File: config.mk
export PLATFORM = sky130hd
export DESIGN_NAME = pm_demux_1to4
export DESIGN_NICKNAME = d
export VERILOG_FILES = /design/src/rtl/pm_pkg.sv /design/src/rtl/pm_chan_reg.sv /design/src/rtl/pm_demux_1to4.sv
export SDC_FILE = /design/constraint.sdc
export NUM_CORES = 1
export LEC_CHECK = 0
export CAP_MARGIN = 20
export CORE_MARGIN = 2
export CORE_UTILIZATION = 41
export DETAILED_ROUTE_END_ITERATION = 12
export GPL_ROUTABILITY_DRIVEN = 0
export GPL_TIMING_DRIVEN = 0
export PLACE_DENSITY = 0.74
export RECOVER_POWER = 100
export SETUP_SLACK_MARGIN = 0.1
export SYNTH_ARGS = -nofsm -noshare
export SYNTH_HDL_FRONTEND = slang
export SYNTH_SLANG_ARGS = --single-unit
File: constraint.sdc
create_clock -name clk -period 1.3 [get_ports clk]
set_input_delay 0.13 -clock clk [delete_from_list [all_inputs] [get_ports clk]]
set_output_delay 0.13 -clock clk [all_outputs]
set_load 0.03 [all_outputs]
File: src/rtl/pm_pkg.sv
// Shared constants and types for the pm_demux_1to4 routing block.
package pm_pkg;

    localparam int PM_NUM_CH = 4;
    localparam int PM_CNT_W  = 8;

    typedef logic [1:0] pm_sel_t;

    // Saturating increment used by the optional per-channel transfer counters.
    function automatic logic [PM_CNT_W-1:0] pm_sat_inc(input logic [PM_CNT_W-1:0] v);
        return (v == {PM_CNT_W{1'b1}}) ? v : v + PM_CNT_W'(1);
    endfunction

endpackage

File: src/rtl/pm_chan_reg.sv
// One-word holding register with valid flag for a single demux output channel.
// Load and drain may happen in the same cycle without a bubble.
module pm_chan_reg #(
    parameter int WIDTH = 4
) (
    input  logic             clk,
    input  logic             rst_n,
    input  logic             load_i,
    input  logic [WIDTH-1:0] load_data_i,
    input  logic             drain_ready_i,
    output logic [WIDTH-1:0] data_o,
    output logic             valid_o,
    output logic             ready_o
);

    logic [WIDTH-1:0] data_q, data_d;
    logic             valid_q, valid_d;

    // The upstream only asserts load_i when ready_o is high, so a load never overwrites an undrained word.
    assign ready_o = ~valid_q | drain_ready_i;

    // NOTE: give every always_comb output a default first, otherwise a missed branch infers a latch.
    always_comb begin
        data_d  = data_q;
        valid_d = valid_q;
        if (valid_q && drain_ready_i) begin
            valid_d = 1'b0;
        end
        if (load_i) begin
            valid_d = 1'b1;
            data_d  = load_data_i;
        end
    end

    // NOTE: sequential state uses non-blocking assignments only; data is reset too so outputs read 0 in reset.
    always_ff @(posedge clk or negedge rst_n) begin
        if (!rst_n) begin
            data_q  <= '0;
            valid_q <= 1'b0;
        end else begin
            data_q  <= data_d;
            valid_q <= valid_d;
        end
    end

    assign data_o  = data_q;
    assign valid_o = valid_q;

endmodule

File: src/rtl/pm_demux_1to4.sv
// 1-to-4 valid/ready demultiplexer with a one-word register per output channel.
// Optional macro PM_DEMUX_CNT_EN adds saturating per-channel transfer counters (xfer_cnt).
module pm_demux_1to4
    import pm_pkg::*;
#(
    parameter int WIDTH = 4
) (
    input  logic                    clk,
    input  logic                    rst_n,
    input  logic [WIDTH-1:0]        in_data,
    input  pm_sel_t                 in_sel,
    input  logic                    in_valid,
    output logic                    in_ready,
    output logic [WIDTH-1:0]        out_data0,
    output logic [WIDTH-1:0]        out_data1,
    output logic [WIDTH-1:0]        out_data2,
    output logic [WIDTH-1:0]        out_data3,
    output logic [PM_NUM_CH-1:0]    out_valid,
    input  logic [PM_NUM_CH-1:0]    out_ready
`ifdef PM_DEMUX_CNT_EN
    ,
    output logic [PM_NUM_CH*PM_CNT_W-1:0] xfer_cnt
`endif
);

    logic [WIDTH-1:0]     chan_data [PM_NUM_CH];
    logic [PM_NUM_CH-1:0] chan_ready;
    logic [PM_NUM_CH-1:0] chan_load;
    logic                 in_xfer;

    // Readiness only looks at the addressed channel, so a full channel never blocks the others.
    assign in_ready = chan_ready[in_sel];
    assign in_xfer  = in_valid & in_ready;

    for (genvar i = 0; i < PM_NUM_CH; i++) begin : g_chan
        assign chan_load[i] = in_xfer & (in_sel == pm_sel_t'(i));

        pm_chan_reg #(.WIDTH(WIDTH)) u_chan (
            .clk           (clk),
            .rst_n         (rst_n),
            .load_i        (chan_load[i]),
            .load_data_i   (in_data),
            .drain_ready_i (out_ready[i]),
            .data_o        (chan_data[i]),
            .valid_o       (out_valid[i]),
            .ready_o       (chan_ready[i])
        );
    end

    assign out_data0 = chan_data[0];
    assign out_data1 = chan_data[1];
    assign out_data2 = chan_data[2];
    assign out_data3 = chan_data[3];

`ifdef PM_DEMUX_CNT_EN
    logic [PM_NUM_CH-1:0] out_xfer;
    logic [PM_CNT_W-1:0]  cnt_q [PM_NUM_CH];

    assign out_xfer = out_valid & out_ready;

    always_ff @(posedge clk or negedge rst_n) begin
        if (!rst_n) begin
            for (int c = 0; c < PM_NUM_CH; c++) cnt_q[c] <= '0;
        end else begin
            for (int c = 0; c < PM_NUM_CH; c++) begin
                if (out_xfer[c]) cnt_q[c] <= pm_sat_inc(cnt_q[c]);
            end
        end
    end

    for (genvar i = 0; i < PM_NUM_CH; i++) begin : g_cnt
        assign xfer_cnt[i*PM_CNT_W +: PM_CNT_W] = cnt_q[i];
    end
`endif

endmodule

== Word level (Yosys, flattened, before mapping) ==
Index checks and enable logic that the tools add are counted.

* Register bits after elaboration: 20
* Logic and storage cells: 44
* Input port bits: 13
* Output and inout bits: 21

* Muxes and demuxes: 10
* Reductions and logical operators: 9
* Bitwise gates (word level): 13
* Equal/unequal tests: 3
* $lt $le $gt $ge: 1

{| class="wikitable"
|+ Operators by type and width
! cell !! count
|-
| two-way mux 1 bit || 9
|-
| nonzero test 2 bit || 4
|-
| bitwise AND 1 bit || 5
|-
| equality test 2 bit (second input constant) || 2
|-
| logical AND 1 bit || 4
|-
| NOT 1 bit || 4
|-
| OR 1 bit || 4
|-
| less-than comparator 2 x 3 -> 1 bit (second input constant) || 1
|-
| binary-select mux 1 bit (select 2 bit) || 1
|-
| equality test 2 x 1 -> 1 bit (second input constant) || 1
|-
| logical NOT 2 bit || 1
|}

== Depth between registers and ports, before layout ==
Gate-level depths: netlist of run 1.

* Word-level depth: 7
* Gate-level depth with buffers: 4

== By module ==
A second synthesis of run 1 with hierarchy kept.

* Cells, all modules: 49
* Area total of the unflattened synthesis: 798.3 µm²

{| class="wikitable"
|+ Modules (own cells, without submodules)
! module !! sequential area each (µm²) !! area an instance (µm²) !! cells each !! instances
|-
| pm_chan_reg || 125.1 || 182.7 || 11 || 4
|-
| pm_demux_1to4 || 0.0 || 67.6 || 5 || 1
|}

== Least setup slack after synthesis of run 1 ==
No wires, ideal clock.

* Path kind: register -> register
* From: reg g_chan[1].u_chan.valid_q
* To: reg g_chan[1].u_chan.data_q[0]
* Required time: 1175 ps
* Setup slack: 115 ps
* Stages on the path, launching flop included: 4
* Arrival: 1060 ps
* Cell sequence: dfrtp_1 nand2b_1 nor3b_2 mux2_2

* Word-level cells in the longest chain between the ends: 6

{| class="wikitable"
|+ RTL lines
! what !! RTL line !! source
|-
| from (decl) || pm_chan_reg.sv:17 || <nowiki>logic valid_q, valid_d;</nowiki>
|-
| from (signal assigned) || pm_chan_reg.sv:42 || <nowiki>valid_q <= valid_d;</nowiki>
|-
| NOT 1 bit || pm_chan_reg.sv:20 || <nowiki>assign ready_o = ~valid_q | drain_ready_i;</nowiki>
|-
| OR 1 bit || pm_chan_reg.sv:20 ||
|-
| binary-select mux 1 bit (select 2 bit) || pm_demux_1to4.sv:32 || <nowiki>assign in_ready = chan_ready[in_sel];</nowiki>
|-
| two-way mux 1 bit (not written as such) || pm_demux_1to4.sv:32 ||
|-
| bitwise AND 1 bit || pm_demux_1to4.sv:33 || <nowiki>assign in_xfer = in_valid & in_ready;</nowiki>
|-
| bitwise AND 1 bit || pm_demux_1to4.sv:36 || <nowiki>assign chan_load[i] = in_xfer & (in_sel == pm_sel_t'(i));</nowiki>
|-
| to (signal assigned) || pm_chan_reg.sv:41 || <nowiki>data_q <= data_d;</nowiki>
|-
| to (decl) || pm_chan_reg.sv:16 || <nowiki>logic [WIDTH-1:0] data_q, data_d;</nowiki>
|}

No other way between the ends. The select of a mux whose other input is x is not followed.
A chain may end at the register's enable or synchronous reset.

== Worst setup path after layout of run 1 ==
* From: reg g_chan[3].u_chan.valid_q
* To: out in_ready

* Word-level cells in the longest chain between the ends: 4

{| class="wikitable"
|+ RTL lines
! what !! RTL line !! source
|-
| from (decl) || pm_chan_reg.sv:17 ||
|-
| from (signal assigned) || pm_chan_reg.sv:42 ||
|-
| NOT 1 bit || pm_chan_reg.sv:20 ||
|-
| OR 1 bit || pm_chan_reg.sv:20 ||
|-
| binary-select mux 1 bit (select 2 bit) || pm_demux_1to4.sv:32 ||
|-
| two-way mux 1 bit (not written as such) || pm_demux_1to4.sv:32 ||
|-
| to (decl) || pm_demux_1to4.sv:13 || <nowiki>output logic in_ready,</nowiki>
|}

No other way between the ends. The select of a mux whose other input is x is not followed.

==> reports/metrics.sh, run 1 <==
POST_DRT_WL_PER_CELL_UM=15.8
GRT_ANTENNA_BEFORE_REPAIR=0
GRT_PASS1_VIAS=648
ARRIVAL_PS=1430
POST-ROUTE-DRC-COUNT=0
MIN_PATH_TYPE='in2async'
P_PER_AREA_mW_PER_MM2=1380
TYPE_OF_THE_WORST_SETUP_PATH='reg2out'
WORSTPATHMAXFANOUT=2
P_INT_uW=1150
ROUTE.ANTENNA.REMAINING_NETS=0
CLOCK_POWER_SHARE_PCT=16.8
VIOLATIONS_IN_THE_FINAL_REPORTS='setup timing'
DRV.MAX_CAP_VIOLATION_COUNT=0
GRT_UTIL_MET1_PCT=24.5
BOUNDARYPINS=34
GRT_OVERFLOW=0
WORSTSKEWPAIRLATENCY_PS=310
DPL_WORST_SLACK_PS=-700
REG2REG_FROM='g_chan[1].u_chan.valid_o'
FINAL_COMMON_CELL='sky130_fd_sc_hd__dfrtp_1'
GRT_PASS1_WL_UM=3350
SYNTH_AREA_LEADERS='sky130_fd_sc_hd__dfrtp_1 60%, sky130_fd_sc_hd__mux2_2 22%, sky130_fd_sc_hd__buf_4 3.6%, sky130_fd_sc_hd__nand2b_1 3.0%, sky130_fd_sc_hd__mux4_2 2.7%'
WORST_R2R_PATH_DEPTH=5
SYNTH_TOP_AREA_SHARE_PCT=60.1
DP_CELLS=118
ANTENNA_CELLS=0
SYN_AVG_CELL_AREA_SQ_UM=14.4
CORE_AREA_SQ_MM=0.00194
CLKSLEWWORSTSETUPHOLDPATHS_PS=120
CTS_TREE='built'
USE_MET3_PCT=3.68
SYNTHDOMINANTAREACELLTYPE='sky130_fd_sc_hd__dfrtp_1'
SLEW_AT_THE_PIN_CLOSEST_TO_ITS_MAX_SLEW_LIMIT_PS=917
TIMING.FINAL.CRIT_SHARE_PCT=120
PATH_CELLS='nand2b_1 > mux4_2 > buf_6'
TIMING.CRITICAL_PATH.TO_TYPE='output pin'
FIN_TNS_SETUP_PS=-1210
SLEW-LIMIT-HEADROOM_PCT=38.7
HOLDBUFCOUNTCTS=0
CTS-ROOT-TO-SINK-BUFFERS=2
NUMBER_OF_INSTANCES_IN_THE_SYNTHESIZED_NETLIST=58
DIE-AREA_SQ_MM=0.00241
WORST_HOLD_SLACK_PS=319
AREA.SEQUENTIAL_SQ_UM=500
R2R_SLACK_PS=-100
GRT_SETUP_UNREPAIRED='yes'
YS_SEQ_ELEMENTS=20
ROUTE.FINAL.WIRE_LENGTH_UM=2030
SYNTH.CELL_AREA_SQ_UM=833
DRT_FIRST_ITER_VIOLATIONS=11
YOSYSWARNINGS=0
CTS-BUFFERS-INSERTED=3
DIE-WIDTH_UM=49.1
CTS_ROOT_CELL='sky130_fd_sc_hd__clkbuf_4'
TIMING.CRITICAL_PATH.SLOWEST_CELL_DELAY_PS=490
SWITCHING_POWER_uW=635
CTSHTREEMAXLEVEL=1
DETAIL_ROUTE.FIRST_PASS.ITERATIONS=4
CRITICAL_PATH_REQUIRED_PS=1170
SETUP_VIOLATIONS=15
LAYOUT_CELL_SHARE_WITH_DRIVE_STRENGTH_BEYOND_1_PCT=52.9
IO_BUFFERS=33
WORST_R2R_ENDPOINT='g_chan[1].u_chan.data_o[0]'
GRT.TOTAL_USAGE_PCT=18.6
FIN_SKEW_PS=16.3
P_SEQ_SHARE_PCT=44.6
DETAIL_ROUTE.VIAS_PER_CELL=4.87
STATUS='finished, violations left'
DIE_HEIGHT_UM=49.1
SWSHARE_PCT=35.5
P_LEAK_uW=0.000633
ROUTED-VIA-COUNT=628
GLOBALROUTEMET2UTIL_PCT=30.2
TOTAL_CLOCK_SINKS=20
POST-ROUTE-MIN-PERIOD_PS=1560
STDCELL_COUNT=129
REPORT.FINAL.HOLD_VIOL_COUNT=0
FINAL_NUMBER_OF_MAX_TRANSITION_VIOLATIONS=0
AREAGROWTHSYNTHTOFINISH_PCT=55.4
GRT_MOST_USED_LAYER='met2'
CRIT_SLOWEST_CELL='sky130_fd_sc_hd__mux4_2'
TYPE_OF_ELEMENT_LAUNCHING_THE_CRITICAL_PATH='flop'
SETUP_SLACK_PS=-257
SYNTH_SEQ_AREA_SHARE_PCT=60.1
STARTING_UTILIZATION_OF_THE_CORE_AREA_PCT=42.9
SHARE_COMB_OF_TOTAL_POWER_PCT=38.5
LAYOUT.FILLER_CELLS=160
HIGHEST_COUNT_CELLS_IN_THE_LAYOUT_IGNORING_FILL_AND_TAPS='20 x sky130_fd_sc_hd__dfrtp_1, 13 x sky130_fd_sc_hd__mux2_4, 12 x sky130_fd_sc_hd__clkbuf_2'
FINALNETCOUNT=117
MULTIINPUTGATEAREA_SQ_UM=363
GRT_START_MAX_NET_PINS=21
POSTSYNTHNETCOUNT=71
PLACEMENTROWS=16
FMAX_GHz=0.642
SYNTH.DISTINCT_CELLS=14
VDD_DROP_MAX_mV=0.938
-- power by group through the flow --
stage	logic [uW]	clock network, uW	registers, uW
after floorplan	164	0	1020
after global placement	689	0	801
after detailed placement	696	0	805
after CTS	714	303	795
after global routing	726	319	813
final	689	301	798
-- per-stage QoR --
stage / power (uW) / area [sq um] / util [%]
finish: 1790 / 1290 / 66.7
global route: 1860 / 1290 / 66.7
floorplan: 1180 / 833 / -
CTS: 1810 / 1330 / 68.2
global placement: 1490 / 1200 / 61.7
detailed placement: 1500 / 1200 / 61.7
-- cell families after synthesis --
family                 count (synthesis)  share of synthesized area [%]
buffers and inverters                  5                           4.20
multiplexers                          17                           24.3
AND/OR/NAND/NOR                       15                           10.8
AO/OA/AOI/OAI                          1                          0.600
flip-flops                            20                           60.1
-- synth_stat cells, drive strengths merged --
cell    count
dfrtp      20
o21ai       1
nand2       5
nor2b       2
nand2b      4
nand3       1
and3        1
buf         5
nor3b       1
mux4        1
nand3b      1
mux2       16
-- repair_timing --
action,4_1_cts,5_1_grt
setup endpoints to repair,37,32
resized for setup,80,18
setup buffers,12,4
-- flip-flops by register name (all words and copies together) (netlist names) --
name                   cells
g_chan.u_chan.valid_o      4
g_chan.u_chan.data_o      16
-- worst max path at each step --
stage                              from                          to  slack, ps  cells after the start
6_report       g_chan[3].u_chan.valid_o                    in_ready       -260                      3
5_1_grt        g_chan[3].u_chan.valid_o                    in_ready       -320                      3
4_1_cts        g_chan[1].u_chan.valid_o                    in_ready       -200                      3
3_5_place_dp                  in_sel[1]                    in_ready       -700                      3
3_3_place_gp                  in_sel[1]                    in_ready       -690                      3
2_1_floorplan  g_chan[1].u_chan.valid_o  g_chan[1].u_chan.data_o[0]        120                      3
-- final cells by class --
class	instances	area share, %
timing repair buffer	44	27.5
tap	27	2.61
multi-input combinational	33	28.0
clock buffer	3	1.74
buffer	2	1.45
sequential	20	38.6
-- worst max-delay path, delay by kind of cell (launching register included) --
family	cells	cell delay, ps
and+or+nand+nor	1	90
DFF	1	380
buffers and inverters	1	160
muxes	1	490
-- layer usage --
metal	vias up	share of wire (%)
met1	311	45
met5	-	0
met3	2	5.4
met2	33	48
met4	0	1.0
li1	282	-
Power figures use the tool's default switching activity.
==> run 2: changes to the inputs <==
--- a/config.mk
+++ b/config.mk
@@ -14,6 +14,7 @@
 export PLACE_DENSITY = 0.74
 export RECOVER_POWER = 100
 export SETUP_SLACK_MARGIN = 0.1
+export SKIP_CTS_REPAIR_TIMING = 1
 export SYNTH_ARGS = -nofsm -noshare
 export SYNTH_HDL_FRONTEND = slang
 export SYNTH_SLANG_ARGS = --single-unit
==> run 2 against run 1 <==
The flow still finishes with violations (setup timing). Maximum frequency grew 1.9%. Sequential share of layout area shrank 0.59 points. Register-to-register slack improved by 30 ps. Critical endpoint unchanged. Wire length fell by 9.5%. Via count fell by 0.96%. First-iteration DRC count is 82% lower.
==> reports/metrics.sh, run 2 (synthesis results as in run 1) <==
ROUTE.ANTENNA.REMAINING_NETS=0  # unchanged
DIE-AREA_SQ_MM=0.00241  # unchanged
FINAL_NUMBER_OF_MAX_TRANSITION_VIOLATIONS=0  # unchanged
FMAX_GHz=0.654  # +1.9%
GRT_ANTENNA_BEFORE_REPAIR=0  # unchanged
CTS-BUFFERS-INSERTED=3  # unchanged
CTS_ROOT_CELL='sky130_fd_sc_hd__clkbuf_4'
ROUTE.FINAL.WIRE_LENGTH_UM=1840  # -9.5%
LARGEST_REGISTER_FF_COUNT=16  # unchanged
POST-ROUTE-MIN-PERIOD_PS=1530  # -28.4 ps
CTS_TREE='built'
BOUNDARYPINS=34  # unchanged
CTS-ROOT-TO-SINK-BUFFERS=2  # unchanged
PLACEMENTROWS=16  # unchanged
ROUTED-VIA-COUNT=622  # -0.96%
CTSHTREEMAXLEVEL=1  # unchanged
MIN_DELAY_PATH_DEPTH=3
DRV.MAX_CAP_VIOLATION_COUNT=0  # unchanged
DIE-WIDTH_UM=49.1  # unchanged
MIN_PATH_TYPE='in2reg'
CLKSLEWWORSTSETUPHOLDPATHS_PS=110  # about the same
TYPE_OF_ELEMENT_LAUNCHING_THE_CRITICAL_PATH='flop'
HIGHEST_COUNT_CELLS_IN_THE_LAYOUT_IGNORING_FILL_AND_TAPS='20 x sky130_fd_sc_hd__dfrtp_1, 17 x sky130_fd_sc_hd__dlymetal6s2s_1, 11 x sky130_fd_sc_hd__mux2_2'
POST_DRT_WL_PER_CELL_UM=14.7  # -6.6%
REPORT.FINAL.HOLD_VIOL_COUNT=0  # unchanged
POST-ROUTE-DRC-COUNT=0  # unchanged
DP_CELLS=118  # unchanged
GRT_OVERFLOW=0  # unchanged
ANTENNA_CELLS=0  # unchanged
IO_BUFFERS=33  # unchanged
FINALNETCOUNT=113  # -3.4%
SLEW-LIMIT-HEADROOM_PCT=40.3  # +1.6 points
TIMING.CRITICAL_PATH.TO_TYPE='output pin'
LAYOUT.FILLER_CELLS=158  # -1.3%
GRT_PASS1_VIAS=596  # -8.0%
SETUP_SLACK_PS=-229  # +28.4 ps
DPL_WORST_SLACK_PS=-700  # unchanged
P_PER_AREA_mW_PER_MM2=1360  # -1.3%
GRT.TOTAL_USAGE_PCT=15.7  # -2.9 points
AREA.SEQUENTIAL_SQ_UM=500  # unchanged
CORE_AREA_SQ_MM=0.00194  # unchanged
DRT_FIRST_ITER_VIOLATIONS=2  # -9
P_LEAK_uW=0.000738  # +17%
MULTIINPUTGATEAREA_SQ_UM=323  # -11%
WORSTPATHMAXFANOUT=3  # +1
FINAL_COMMON_CELL='sky130_fd_sc_hd__dfrtp_1'
SETUP_VIOLATIONS=17  # +2
TOTAL_CLOCK_SINKS=20  # unchanged
TIMING.FINAL.CRIT_SHARE_PCT=118  # -2.2 points
ARRIVAL_PS=1400  # -30 ps
SLEW_AT_THE_PIN_CLOSEST_TO_ITS_MAX_SLEW_LIMIT_PS=893  # -23.7 ps
WORSTSKEWPAIRLATENCY_PS=300  # about the same
GRT_SETUP_UNREPAIRED='yes'
DETAIL_ROUTE.FIRST_PASS.ITERATIONS=4  # unchanged
LAYOUT_CELL_SHARE_WITH_DRIVE_STRENGTH_BEYOND_1_PCT=36.7  # -16 points
WORST_R2R_PATH_DEPTH=5  # unchanged
TYPE_OF_THE_WORST_SETUP_PATH='reg2out'
GRT_PASS1_WL_UM=2790  # -16%
VIOLATIONS_IN_THE_FINAL_REPORTS='setup timing'
CRITICAL_PATH_REQUIRED_PS=1170  # about the same
STARTING_UTILIZATION_OF_THE_CORE_AREA_PCT=42.9  # unchanged
VDD_DROP_MAX_mV=0.918  # -2.2%
DIE_HEIGHT_UM=49.1  # unchanged
STATUS='finished, violations left'
GRT_START_MAX_NET_PINS=21  # unchanged
STDCELL_COUNT=125  # -3.1%
DETAIL_ROUTE.VIAS_PER_CELL=4.98  # +2.2%
FIN_SKEW_PS=9.51  # -6.83 ps
AREAGROWTHSYNTHTOFINISH_PCT=57.8
FIN_TNS_SETUP_PS=-1070  # +141 ps
## run 2: path summary, 6_finish.rpt
kind / startpoint / endpoint / slack (ps)
hold / removal: in_sel[1] / g_chan[2].u_chan.valid_o / 210
min in group asynchronous: rst_n / g_chan[1].u_chan.valid_o / 320
setup / recovery: g_chan[1].u_chan.valid_o / in_ready / -230
setup reg to reg: g_chan[1].u_chan.valid_o / g_chan[1].u_chan.data_o[0] / -70
hold reg to reg: g_chan[1].u_chan.data_o[0] / g_chan[1].u_chan.data_o[0] / 520
max in group asynchronous: rst_n / g_chan[2].u_chan.data_o[2] / 430
## run 2: metrics by stage
stage          hold slack (ps)  cell area (sq um)  total power (uW)  util (%)
5_1_grt                    231               1320              1870      67.7
4_1_cts                    345               1220              1800      62.8
3_3_place_gp               489               1200              1490      61.7
2_1_floorplan             -166                833              1180         -
3_5_place_dp               493               1200              1500      61.7
6_report                   214               1320              1790      67.7
## run 2: per-layer routing
| layer | up-vias | global-route usage [%] | routed length [um] |
|---|---|---|---|
| met5 | - | 0 | 0 |
| met4 | 0 | 7.14 | 31 |
| met3 | 4 | 4.60 | 108 |
| met2 | 29 | 25.2 | 880 |
| met1 | 311 | 19.6 | 821 |
| li1 | 278 | - | - |
## run 2: worst max-delay path, cell delays in order (launching register included)
cell                       delay (ps)
sky130_fd_sc_hd__dfrtp_1          370
sky130_fd_sc_hd__nand2b_1          90
sky130_fd_sc_hd__mux4_2           480
sky130_fd_sc_hd__buf_6            160
## run 2: layout make-up
type | count | share of cell area (%)
buffer | 5 | 3.14
clock buffer | 3 | 1.71
multi-input combinational | 33 | 24.5
sequential | 20 | 38.1
tap | 27 | 2.57
timing repair buffer | 37 | 30.0
## run 2: power by group
group	leakage [uW]	internal, uW	switching (uW)
logic	0.000482	337	369
registers	0.000242	736	54.5
clock network	0.0000138	108	187
